`config.mk`:
```
export PLATFORM = sky130hd
export DESIGN_NAME = alu_exec_unit_flat
export DESIGN_NICKNAME = d
export VERILOG_FILES = /design/src/rtl/alu_exec_if.sv /design/src/rtl/alu_exec_unit.sv /design/src/flat_wrapper.sv
export SDC_FILE = /design/constraint.sdc
export NUM_CORES = 1
export LEC_CHECK = 0
export ABC_AREA = 1
export BUFFER_PORTS_ARGS = -buffer_cell sky130_fd_sc_hd__buf_4
export CAP_MARGIN = 10
export CORE_ASPECT_RATIO = 1.5
export CORE_MARGIN = 4
export CORE_UTILIZATION = 40
export CTS_CLUSTER_SIZE = 14
export DETAILED_ROUTE_END_ITERATION = 8
export HOLD_SLACK_MARGIN = 0.12
export PLACE_DENSITY = 0.68
export REMOVE_ABC_BUFFERS = 1
export SYNTH_ARGS = -nofsm -noshare
export SYNTH_HDL_FRONTEND = slang
export SYNTH_SLANG_ARGS = --single-unit
```
`constraint.sdc`:
```
create_clock -name clk -period 2 [get_ports clk]
set_input_delay 0.3 -clock clk [delete_from_list [all_inputs] [get_ports clk]]
set_output_delay 0.3 -clock clk [all_outputs]
set_load 0.01 [all_outputs]
```
`src/rtl/alu_exec_if.sv`:
```
`default_nettype none
// ============================================================================
// alu_exec_if : operand/instruction request and result handshake bundle
// Rev 1.0
// ============================================================================
interface alu_exec_if #(
  parameter int WIDTH = 16,
  parameter int INS_W = 16
);
  logic             in_valid;
  logic             in_ready;
  logic [WIDTH-1:0] RA;
  logic [WIDTH-1:0] RB;
  logic [INS_W-1:0] ins;
  logic             out_valid;
  logic             out_ready;
  logic [WIDTH-1:0] RA_OUT;
  logic [WIDTH-1:0] RB_OUT;
  logic             carry;
  logic             zero;

  modport master (
    output in_valid, RA, RB, ins, out_ready,
    input  in_ready, out_valid, RA_OUT, RB_OUT, carry, zero
  );

  modport slave (
    input  in_valid, RA, RB, ins, out_ready,
    output in_ready, out_valid, RA_OUT, RB_OUT, carry, zero
  );
endinterface
`default_nettype wire

```
`src/rtl/alu_exec_unit.sv`:
```
`default_nettype none
// ============================================================================
// alu_exec_unit : registered, handshaked 8-op ALU with a 1-bit/cycle SHR
// Rev 1.0
// ============================================================================
module alu_exec_unit #(
  parameter int WIDTH     = 16,
  parameter int INS_W     = 16,
  parameter int SEL_LSB   = 0,
  parameter int SHAMT_LSB = 4
) (
  input  logic       clk,
  input  logic       rst_n,
  alu_exec_if.slave  bus
);
  localparam int SW = $clog2(WIDTH);

  localparam logic [2:0] OP_ADD  = 3'b000;
  localparam logic [2:0] OP_SUB  = 3'b001;
  localparam logic [2:0] OP_OR   = 3'b010;
  localparam logic [2:0] OP_AND  = 3'b011;
  localparam logic [2:0] OP_XOR  = 3'b100;
  localparam logic [2:0] OP_SHR  = 3'b101;
  localparam logic [2:0] OP_MOV  = 3'b110;
  localparam logic [2:0] OP_EXCH = 3'b111;

  typedef enum logic [1:0] {
    IDLE  = 2'd0,
    EXEC  = 2'd1,
    SHIFT = 2'd2,
    DONE  = 2'd3
  } state_t;

  state_t           state;
  logic [WIDTH-1:0] ra_q;
  logic [WIDTH-1:0] rb_q;
  logic [2:0]       op_q;
  logic [SW-1:0]    shamt_q;
  logic [SW-1:0]    cnt;
  logic [WIDTH-1:0] work;
  logic [WIDTH-1:0] shifted;

  logic             in_ready_q;
  logic             out_valid_q;
  logic [WIDTH-1:0] ra_out_q;
  logic [WIDTH-1:0] rb_out_q;
  logic             carry_q;
  logic             zero_q;

  logic [WIDTH-1:0] res_a;
  logic [WIDTH-1:0] res_b;
  logic             res_c;

  assign bus.in_ready  = in_ready_q;
  assign bus.out_valid = out_valid_q;
  assign bus.RA_OUT    = ra_out_q;
  assign bus.RB_OUT    = rb_out_q;
  assign bus.carry     = carry_q;
  assign bus.zero      = zero_q;

  assign shifted = work >> 1;

  // Single-cycle ops; SHR only lands here when its shift amount is zero.
  always_comb begin
    res_a = ra_q;
    res_b = rb_q;
    res_c = 1'b0;
    case (op_q)
      OP_ADD:  {res_c, res_a} = {1'b0, ra_q} + {1'b0, rb_q};
      OP_SUB:  begin
        res_a = ra_q - rb_q;
        res_c = (ra_q < rb_q);
      end
      OP_OR:   res_a = ra_q | rb_q;
      OP_AND:  res_a = ra_q & rb_q;
      OP_XOR:  res_a = ra_q ^ rb_q;
      OP_SHR:  res_a = ra_q;
      OP_MOV:  res_b = ra_q;
      OP_EXCH: begin
        res_a = rb_q;
        res_b = ra_q;
      end
      default: res_a = ra_q;
    endcase
  end

  always_ff @(posedge clk or negedge rst_n) begin
    if (!rst_n) begin
      state       <= IDLE;
      ra_q        <= '0;
      rb_q        <= '0;
      op_q        <= '0;
      shamt_q     <= '0;
      cnt         <= '0;
      work        <= '0;
      in_ready_q  <= 1'b1;
      out_valid_q <= 1'b0;
      ra_out_q    <= '0;
      rb_out_q    <= '0;
      carry_q     <= 1'b0;
      zero_q      <= 1'b0;
    end else begin
      case (state)
        IDLE: begin
          if (bus.in_valid) begin
            ra_q       <= bus.RA;
            rb_q       <= bus.RB;
            op_q       <= bus.ins[SEL_LSB +: 3];
            shamt_q    <= bus.ins[SHAMT_LSB +: SW];
            in_ready_q <= 1'b0;
            state      <= EXEC;
          end
        end
        EXEC: begin
          if (op_q == OP_SHR && shamt_q != '0) begin
            work  <= ra_q;
            cnt   <= shamt_q;
            state <= SHIFT;
          end else begin
            ra_out_q    <= res_a;
            rb_out_q    <= res_b;
            carry_q     <= res_c;
            zero_q      <= (res_a == '0);
            out_valid_q <= 1'b1;
            state       <= DONE;
          end
        end
        SHIFT: begin
          // Visible outputs keep the previous result until the last shift lands.
          work <= shifted;
          cnt  <= cnt - SW'(1);
          if (cnt == SW'(1)) begin
            ra_out_q    <= shifted;
            rb_out_q    <= rb_q;
            carry_q     <= work[0];
            zero_q      <= (shifted == '0);
            out_valid_q <= 1'b1;
            state       <= DONE;
          end
        end
        DONE: begin
          if (bus.out_ready) begin
            out_valid_q <= 1'b0;
            in_ready_q  <= 1'b1;
            state       <= IDLE;
          end
        end
        default: state <= IDLE;
      endcase
    end
  end
endmodule
`default_nettype wire
```
`src/flat_wrapper.sv`:
```
// flat-port wrapper written by rule: the top's interface ports become plain ports
module alu_exec_unit_flat 
#(
  parameter int WIDTH     = 16,
  parameter int INS_W     = 16,
  parameter int SEL_LSB   = 0,
  parameter int SHAMT_LSB = 4
)
  (clk, rst_n, bus_in_valid, bus_RA, bus_RB, bus_ins, bus_out_ready, bus_in_ready, bus_out_valid, bus_RA_OUT, bus_RB_OUT, bus_carry, bus_zero);
  alu_exec_if #(.WIDTH(WIDTH), .INS_W(INS_W)) bus_i ();
  input  logic clk;
  input  logic rst_n;
  input wire logic [$bits(bus_i.in_valid)-1:0] bus_in_valid;
  input wire logic [$bits(bus_i.RA)-1:0] bus_RA;
  input wire logic [$bits(bus_i.RB)-1:0] bus_RB;
  input wire logic [$bits(bus_i.ins)-1:0] bus_ins;
  input wire logic [$bits(bus_i.out_ready)-1:0] bus_out_ready;
  output wire logic [$bits(bus_i.in_ready)-1:0] bus_in_ready;
  output wire logic [$bits(bus_i.out_valid)-1:0] bus_out_valid;
  output wire logic [$bits(bus_i.RA_OUT)-1:0] bus_RA_OUT;
  output wire logic [$bits(bus_i.RB_OUT)-1:0] bus_RB_OUT;
  output wire logic [$bits(bus_i.carry)-1:0] bus_carry;
  output wire logic [$bits(bus_i.zero)-1:0] bus_zero;
  assign bus_i.in_valid = bus_in_valid;
  assign bus_i.RA = bus_RA;
  assign bus_i.RB = bus_RB;
  assign bus_i.ins = bus_ins;
  assign bus_i.out_ready = bus_out_ready;
  assign bus_in_ready = bus_i.in_ready;
  assign bus_out_valid = bus_i.out_valid;
  assign bus_RA_OUT = bus_i.RA_OUT;
  assign bus_RB_OUT = bus_i.RB_OUT;
  assign bus_carry = bus_i.carry;
  assign bus_zero = bus_i.zero;
  alu_exec_unit #(.WIDTH(WIDTH), .INS_W(INS_W), .SEL_LSB(SEL_LSB), .SHAMT_LSB(SHAMT_LSB)) u_core (.clk(clk), .rst_n(rst_n), .bus(bus_i));
endmodule
```
==> results of run 1 <==
## final cells by class
class / count / area (µm²)
Timing Repair Buffer: 266 / 2100
Fill cell: 1702 / 7490
Clock inverter: 7 / 68.8
Clock buffer: 9 / 225
Inverter: 134 / 508
Tap cell: 217 / 272
Multi-Input combinational cell: 776 / 4780
Sequential cell: 97 / 2430
## what timing repair did
item                                   4_1_cts  5_1_grt
setup endpoints to repair                   16       50
hold buffers                                 1        0
endpoints found under the hold margin       96        0
setup buffers                                7       13
pin swaps                                   23       40
gates resized for setup                    114       82
## sequential cells by signal, summed over array words and instances, names as in the netlist
signal                count
u_core.bus.RA_OUT        16
u_core.op_q               3
u_core.rb_q              16
u_core.work              16
u_core.bus.RB_OUT        16
u_core.bus.carry          1
u_core.ra_q              16
u_core.bus.out_valid      1
u_core.bus.zero           1
u_core.state              2
u_core.cnt                4
u_core.shamt_q            4
u_core.bus.in_ready       1
## path summary, 6_finish.rpt
| check | end | slack, ns | cells past startpoint | start |
|---|---|---|---|---|
| worst max-delay path | u_core.bus.zero$_DFFE_PN0P_ | -0.42 | 16 | u_core.rb_q[2]$_DFFE_PN0P_ |
| worst min-delay path | u_core.op_q[0]$_DFFE_PN0P_ | 0.16 | 2 | bus_ins[0] |
| min in group asynchronous | u_core.bus.out_valid$_DFFE_PN0P_ | 0.51 | 3 | rst_n |
| worst max register to register | u_core.bus.zero$_DFFE_PN0P_ | -0.42 | 16 | u_core.rb_q[2]$_DFFE_PN0P_ |
| max in group asynchronous | u_core.bus.zero$_DFFE_PN0P_ | 1.04 | 3 | rst_n |
| worst min register to register | u_core.bus.RA_OUT[15]$_DFFE_PN0P_ | 0.49 | 2 | u_core.bus.RA_OUT[15]$_DFFE_PN0P_ |
## cells by family after synthesis
| kind of cell | Yosys count | synth area share [%] |
|---|---|---|
| and+or+nand+nor | 517 | 29.8 |
| muxes | 5 | 0.777 |
| xor gates and xnor gates | 1 | 0.121 |
| buffers and inverters | 179 | 10.1 |
| AOI/OAI and AO/OA | 194 | 15.3 |
| DFF | 97 | 33.5 |
| adders and majority gates | 59 | 10.4 |
## routing by layer
layer  part of all wire (%)  GRT usage [%]
met1                     40           29.3
met3                    4.0           3.08
met5                      0              0
met2                     52           44.3
met4                    4.1           11.0
## critical path, stage by stage, from the launching register on
cell and delay [ns]:
dfrtp_1 0.40, inv_2 0.09, ha_4 0.22, buf_4 0.16, nor2_1 0.18, nand2_2 0.09
nand2_2 0.13, nand2_1 0.07, nand3_1 0.07, nand4_1 0.16, nor2_1 0.15, nand2_1 0.12
nor2_2 0.11, nand2_1 0.06, nor2_1 0.09, nand3_1 0.10, a21oi_1 0.13
## layout by cell type (no fill, tap or decap), drive strengths merged
cell type / netlist / layout
nand2: 280 / 280
buf: 26 / 265
inv: 134 / 137
nor2: 120 / 120
dfrtp: 96 / 96
nand3: 82 / 82
o21ai: 71 / 71
a21oi: 61 / 61
ha: 57 / 57
o22ai: 19 / 19
nand4: 17 / 17
a31oi: 15 / 15
clkbuf: 19 / 9
nor3: 9 / 9
o221ai: 7 / 7
a211oi: 6 / 6
o211ai: 5 / 5
mux2: 5 / 5
nor4: 4 / 4
o21bai: 3 / 3
a21boi: 3 / 3
or2: 2 / 2
nand3b: 2 / 2
fa: 2 / 2
clkinvlp: 0 / 2
clkinv: 0 / 2
a32oi: 1 / 1
xor2: 1 / 1
and2: 1 / 1
a41oi: 1 / 1
o31ai: 1 / 1
o2bb2ai: 1 / 1
dlygate4sd3: 0 / 1
dfstp: 1 / 1
## stage by stage
step / setup WS, ns / instances
after floorplan: -1.26 / 1007
after global placement: -0.408 / 1475
after detailed placement: -0.438 / 1475
after CTS: -0.284 / 1498
after global routing: -0.557 / 1506
final: -0.424 / 1506
==> results.yml, run 1 <==
synthesis:
  synth-async-reset-ratio_pct: 100
  netlist_instances: 1052
  synth_commonest_cells: "272 x nand2_1, 128 x inv_1, 116 x nor2_1"
  ys_top_cells_by_area: "dfrtp_1 33%, nand2_1 14%, ha_1 9.8%"
  yosysWarnings: 0
  ys_ff_latch: 97
  dominantRegCellSynth: "dfrtp_1"
  yosys.area.top_type: "dfrtp_1"
  yosysUniqueCellTypes: 42
  synth_top_cell_area_share_pct: 33.1
  yosysMostFrequentCell: "nand2_1"
  synth_edf_count: 0
  syn-cell-area_um2: 7250
  yosysSeqAreaShare_pct: 33.5
  syn_avg_cell_area_um2: 6.89
sta:
  setup_tns_ns: -1.99
  rsz0062_at_grt: "true"
  final_max_slew_viol_count: 0
  fin_skew_ns: 0.0149
  fin_crit_ns: 2.42
  min_period_over_period_pct: 121
  setup_ws_ns: -0.424
  worst_pin_slew_ns: 0.557
  fmaxAchievable_mhz: 412
  hold_viol_final: 0
  hold_ws_ns: 0.163
  setup_viol: 15
  slew_headroom_pct: 62.9
placement:
  gp_congestion: 1.02
  port_buffers: 78
  dp_hpwl_mm: 19.5
  place_area_um2: 9250
layout:
  fin_nets: 1395
  antenna_cells: 0
  area_delta_synth_final_pct: 43.2
  fin_area_um2: 10400
  drive_above_1_share_pct: 35.8
  fin_util_pct: 58.1
clock_tree:
  root_buffer: "clkbuf_16"
  cts_buffers: 9
  worstSkewPairLatency_ns: 0.36
  htreeDepth: 3
  clkTransAtPathRegs_ns: 0.08
  clk_path_buf_depth: 2
  cts.sinks: 97
  cts_tree: "yes"
route:
  vias_per_cell: 5.31
  routed_wl_mm: 25.5
  ant_nets: 0
  post-route-drc-count: 0
  vias: 8001
  detail_route.wl_per_cell_um: 16.9
  drt_iter0_markers: 611
  first_pass_iters: 5
floorplan:
  fp.dieW_um: 118
  initial_core_util_pct: 40.6
  die_area_um2: 20400
  core_area_um2: 17900
  io_pins: 88
  rows: 60
  die_y_um: 173
global_route:
  antenna_found_initial: 0
  first_global_vias: 7980
  grt_pass1_wl_mm: 40.5
  grt_max_degree: 98
  grt_overflow: 0
  grt_usage_pct: 24.7
run_status:
  failed_checks: "negative setup slack"
  status: "complete, but fails checks"
worst_setup_path:
  start_kind: "flip-flop"
  crit_arrival_ns: 2.70
  path_class: "flip-flop to flip-flop"
  cp.required_ns: 2.28
  worstPathMaxFanout: 6
  crit_path_end_kind: "flip-flop"
hold_path:
  hold_class: "primary input to flip-flop"
job:
  max-cap-violations: 0
Power of run 1 is not shown: default switching activity piles up to over one toggle a cycle in this logic, so the estimate is an artifact.
==> inputs of run 2 (changes only) <==
==> constraint.sdc (replaced) <==
create_clock -name clk -period 2 [get_ports clk]
set_input_delay 0.4 -clock clk [delete_from_list [all_inputs] [get_ports clk]]
set_output_delay 0.4 -clock clk [all_outputs]
set_load 0.01 [all_outputs]
==> run 2 against run 1 <==
The flow still finishes with violations (negative setup slack). Register-to-register slack improved by 0.06 ns. Non-clock buffer count increased by 19. Clock-buffer cell count increased by 2. Critical path depth decreased by 1. Sequential share of layout area decreased by 0.84 points. Routed wire length increased by 1.4%. First-iteration DRC count decreased by 17%. Highest routed layer unchanged.
==> results.yml, run 2 (same netlist as run 1, synthesis figures left out) <==
worst_setup_path:
  crit_arrival_ns: 2.65
  worstPathMaxFanout: 3
  rr_endpoint: "u_core.bus.zero$_DFFE_PN0P_"
  r2r_cells: 15
  crit_path_end_kind: "flip-flop"
  cp.required_ns: 2.28
  r2r_start: "u_core.ra_q[0]$_DFFE_PN0P_"
  reg2reg_slack_ns: -0.37
  path_class: "flip-flop to flip-flop"
  start_kind: "flip-flop"
clock_tree:
  clk_path_buf_depth: 2
  worstSkewPairLatency_ns: 0.36
  cts_tree: "yes"
  root_buffer: "clkbuf_16"
  htreeDepth: 3
  cts.sinks: 97
  clkTransAtPathRegs_ns: 0.07
  cts_buffers: 9
run_status:
  failed_checks: "negative setup slack"
  status: "complete, but fails checks"
floorplan:
  initial_core_util_pct: 40.6
  core_area_um2: 17900
  rows: 60
  die_area_um2: 20400
  die_y_um: 173
  io_pins: 88
  fp.dieW_um: 118
hold_path:
  holdPathStages: 2
  hold_class: "primary input to flip-flop"
  worstHoldStart: "bus_ins[7]"
  hold_end: "u_core.shamt_q[3]$_DFFE_PN0P_"
layout:
  area_delta_synth_final_pct: 48.7
  drive_above_1_share_pct: 38.5
  nFillCells: 1665
  fin_area_um2: 10800
  final_common_cell: "buf_4"
  multi_input_area_um2: 4920
  antenna_cells: 0
  layout_common_cells: "249 x buf_4, 227 x nand2_1, 103 x inv_1"
  fin_util_pct: 60.3
  fin_nets: 1414
  regArea_um2: 2430
sta:
  min_period_over_period_pct: 118
  setup_ws_ns: -0.366
  slew_headroom_pct: 61.8
  fin_skew_ns: 0.0101
  fin_crit_ns: 2.37
  fmaxAchievable_mhz: 423
  worst_pin_slew_ns: 0.568
  rsz0062_at_grt: "true"
  hold_viol_final: 0
  final_max_slew_viol_count: 0
  setup_viol: 15
global_route:
  grt_max_degree: 66
  antenna_found_initial: 0
  grt_use_met3_pct: 2.81
  grt.busiest_layer: "met2"
  met2_usage_pct: 44.1
  grt_overflow: 0
  grtUsageMet1_pct: 28.9
  grt_usage_pct: 24.5
  first_global_vias: 8097
  grt_pass1_wl_mm: 40.4
route:
  post-route-drc-count: 0
  detail_route.wl_per_cell_um: 16.9
  drt_iter0_markers: 509
  ant_nets: 0
  first_pass_iters: 7
  vias: 8143
  routed_wl_mm: 25.8
  vias_per_cell: 5.34
placement:
  place_area_um2: 9310
  port_buffers: 78
  dp_hpwl_mm: 19.4
  gp_congestion: 0.960
job:
  max-cap-violations: 0
## run 2: per-stage QoR
step	hold WS [ns]	TNS [ns]	worst slack (ns)	cells
2_1_floorplan	0.104	-56.48	-1.26	1007
3_3_place_gp	0.370	-3.36	-0.405	1481
3_5_place_dp	0.371	-4.02	-0.415	1481
4_1_cts	0.261	-1.60	-0.301	1509
5_1_grt	0.274	-3.80	-0.524	1525
6_report	0.267	-2.18	-0.366	1525
## run 2: layer usage
layer / vias to the layer above / routed length [µm]
li1: 3944 / -
met1: 3866 / 10200
met3: 84 / 1050
met2: 249 / 13300
met5: - / 0
met4: 0 / 1290
## run 2: layout make-up
class,instances,share of cell area (%)
clock inverter,5,0.569
multi-input combinational,776,45.7
tap,217,2.52
inverter,134,4.81
timing repair buffer,285,21.6
sequential,97,22.6
clock buffer,11,2.25
## run 2: what timing repair did
item | in CTS | in global routing
endpoints found under the setup margin | 16 | 46
hold buffers | 1 | 0
pin swaps | 37 | 71
buffers inserted | 12 | 25
endpoints found under the hold margin | 28 | 0
resized for setup | 121 | 140
## run 2: critical path: stages, from the launching register on
cell,delay (ns)
dfrtp_2,0.44
inv_2,0.09
ha_4,0.15
inv_4,0.04
fa_2,0.42
buf_4,0.16
o21ai_2,0.12
nor2_1,0.05
nor2_1,0.09
a31oi_1,0.12
buf_4,0.18
nor2_1,0.08
nand2_1,0.06
nor2_1,0.09
nand3_1,0.08
a21oi_1,0.12
## run 2: how the worst max path moves through the flow
stage / slack, ns / cells past startpoint / endpoint / startpoint
3_5_place_dp: -0.41 / 16 / u_core.bus.zero$_DFFE_PN0P_ / u_core.rb_q[1]$_DFFE_PN0P_
2_1_floorplan: -1.26 / 6 / u_core.cnt[2]$_DFFE_PN0P_ / u_core.state[0]$_DFFE_PN0P_
6_report: -0.37 / 15 / u_core.bus.zero$_DFFE_PN0P_ / u_core.ra_q[0]$_DFFE_PN0P_
4_1_cts: -0.30 / 15 / u_core.bus.zero$_DFFE_PN0P_ / u_core.ra_q[0]$_DFFE_PN0P_
3_3_place_gp: -0.41 / 14 / u_core.bus.zero$_DFFE_PN0P_ / u_core.rb_q[1]$_DFFE_PN0P_
5_1_grt: -0.52 / 15 / u_core.bus.zero$_DFFE_PN0P_ / u_core.ra_q[0]$_DFFE_PN0P_
Power of run 2 is left out for the same reason.
==> inputs of run 3 (changes only) <==
--- a/config.mk
+++ b/config.mk
@@ -10,11 +10,11 @@
 export CAP_MARGIN = 10
 export CORE_ASPECT_RATIO = 1.5
 export CORE_MARGIN = 4
-export CORE_UTILIZATION = 40
+export CORE_UTILIZATION = 24
 export CTS_CLUSTER_SIZE = 14
 export DETAILED_ROUTE_END_ITERATION = 8
 export HOLD_SLACK_MARGIN = 0.12
-export PLACE_DENSITY = 0.68
+export PLACE_DENSITY = 0.48
 export REMOVE_ABC_BUFFERS = 1
 export SYNTH_ARGS = -nofsm -noshare
 export SYNTH_HDL_FRONTEND = slang
==> run 3 against run 2 <==
Worst setup slack better by 0.046 ns. The run still ends with negative setup slack left. Register-to-register slack better by 0.05 ns. Via count is 3.1% lower. Flip-flop and latch count stayed put. Die area is 62% higher. Largest cell class unchanged. Critical path depth is 1 higher.
==> results.yml, run 3 (same netlist as run 1, synthesis figures left out) <==
run_status:
  status: "complete, but fails checks"
  failed_checks: "negative setup slack"
hold_path:
  hold_class: "primary input to flip-flop"
  hold_end: "u_core.shamt_q[1]$_DFFE_PN0P_"
  holdPathStages: 2
  worstHoldStart: "bus_ins[5]"
global_route:
  antenna_found_initial: 0
  grt_pass1_wl_mm: 43.9
  grt_overflow: 0
  first_global_vias: 8146
  grt_max_degree: 98
  grt_usage_pct: 17.1
worst_setup_path:
  cp_slowest_stage_delay_ns: 0.41
  path_class: "flip-flop to flip-flop"
  r2r_cells: 16
  worstPathMaxFanout: 4
  rr_endpoint: "u_core.bus.zero$_DFFE_PN0P_"
  cp_top_family: "simple AND/OR/NAND/NOR gates"
  cp.required_ns: 2.31
  crit_slowest_cell: "dfrtp_1"
  reg2reg_slack_ns: -0.32
  critPathBufInv: 3
  path_common_cell: "nand3_1"
  start_kind: "flip-flop"
  crit_arrival_ns: 2.63
  r2r_start: "u_core.ra_q[0]$_DFFE_PN0P_"
  crit_chain: "inv_2 > ha_4 > inv_4 > fa_2 > buf_6 > nand3_4 > nand3_4 > nand2_2 > nand3_1 > nand3_1 > nand3_1 > nand2_2 > nand2_1 > nor2_1 > nand3_1 > a21oi_2"
  crit_path_end_kind: "flip-flop"
sta:
  setup_tns_ns: -1.65
  fin_crit_ns: 2.32
  fmaxAchievable_mhz: 431
  hold_ws_ns: 0.248
  worst_pin_slew_ns: 0.661
  setup_viol: 12
  final_max_slew_viol_count: 0
  min_period_over_period_pct: 116
  fin_skew_ns: 0.0113
  hold_viol_final: 0
  rsz0062_at_grt: "true"
  setup_ws_ns: -0.320
  slew_headroom_pct: 55.5
floorplan:
  rows: 77
  core_area_um2: 29700
  fp.dieW_um: 150
  io_pins: 88
  die_area_um2: 33100
  initial_core_util_pct: 24.4
  die_y_um: 221
clock_tree:
  htreeDepth: 3
  root_buffer: "clkbuf_16"
  clkTransAtPathRegs_ns: 0.08
  cts_tree: "yes"
  worstSkewPairLatency_ns: 0.38
  cts.sinks: 97
  clk_path_buf_depth: 2
  cts_buffers: 9
layout:
  finalNonFillerCells: 1728
  fin_nets: 1439
  nFillCells: 3205
  regArea_um2: 2430
  final_common_cell: "buf_4"
  antenna_cells: 0
  area_delta_synth_final_pct: 57.1
  layout_common_cells: "272 x buf_4, 226 x nand2_1, 105 x inv_1"
  multi_input_area_um2: 5010
  drive_above_1_share_pct: 40.1
route:
  vias: 7887
  drt_iter0_markers: 321
  post-route-drc-count: 0
  ant_nets: 0
  first_pass_iters: 7
  detail_route.wl_per_cell_um: 16.4
  routed_wl_mm: 28.4
  vias_per_cell: 4.56
placement:
  dpl_worst_slack_ns: -0.531
  dp_hpwl_mm: 22.2
  dp.cells: 1686
  gp_congestion: 0.945
  port_buffers: 78
job:
  max-cap-violations: 0
## run 3: cell type report
class / instances / share of cell area (%)
sequential: 97 / 21.4
clock inverter: 7 / 1.09
timing repair buffer: 310 / 22.7
tap: 395 / 4.34
clock buffer: 9 / 1.98
inverter: 134 / 4.57
multi-input combinational: 776 / 44.0
## run 3: worst max path at each step
stage	from	to	slack [ns]	cells past startpoint
final	u_core.ra_q[0]$_DFFE_PN0P_	u_core.bus.zero$_DFFE_PN0P_	-0.32	16
after global placement	u_core.rb_q[1]$_DFFE_PN0P_	u_core.bus.zero$_DFFE_PN0P_	-0.50	14
after CTS	u_core.rb_q[0]$_DFFE_PN0P_	u_core.bus.zero$_DFFE_PN0P_	-0.36	15
after floorplan	u_core.state[0]$_DFFE_PN0P_	u_core.cnt[2]$_DFFE_PN0P_	-1.26	6
after global routing	u_core.rb_q[0]$_DFFE_PN0P_	u_core.bus.zero$_DFFE_PN0P_	-0.50	16
after detailed placement	u_core.rb_q[0]$_DFFE_PN0P_	u_core.bus.zero$_DFFE_PN0P_	-0.53	16
## run 3: routing by layer
layer	GRT usage (%)	routed length [µm]	vias up
met4	5.73	893	0
met5	0	0	-
met3	2.56	682	43
met2	31.7	15500	126
li1	-	-	3989
met1	19.6	11300	3729
## run 3: timing repair
action | 4_1_cts | 5_1_grt
endpoints found under the setup margin | 16 | 48
pin swaps | 54 | 70
buffers inserted | 15 | 19
hold buffers | 1 | 0
endpoints found under the hold margin | 89 | 0
gates resized for setup | 162 | 110
cloned | 0 | 2
## run 3: per-stage QoR
step	util, %	instance area (µm²)
CTS	36.5	10800
finish	38.4	11400
detailed placement	33.0	9790
global placement	33.0	9790
floorplan	-	7020
global route	38.4	11400
Power of run 3 is left out for the same reason.
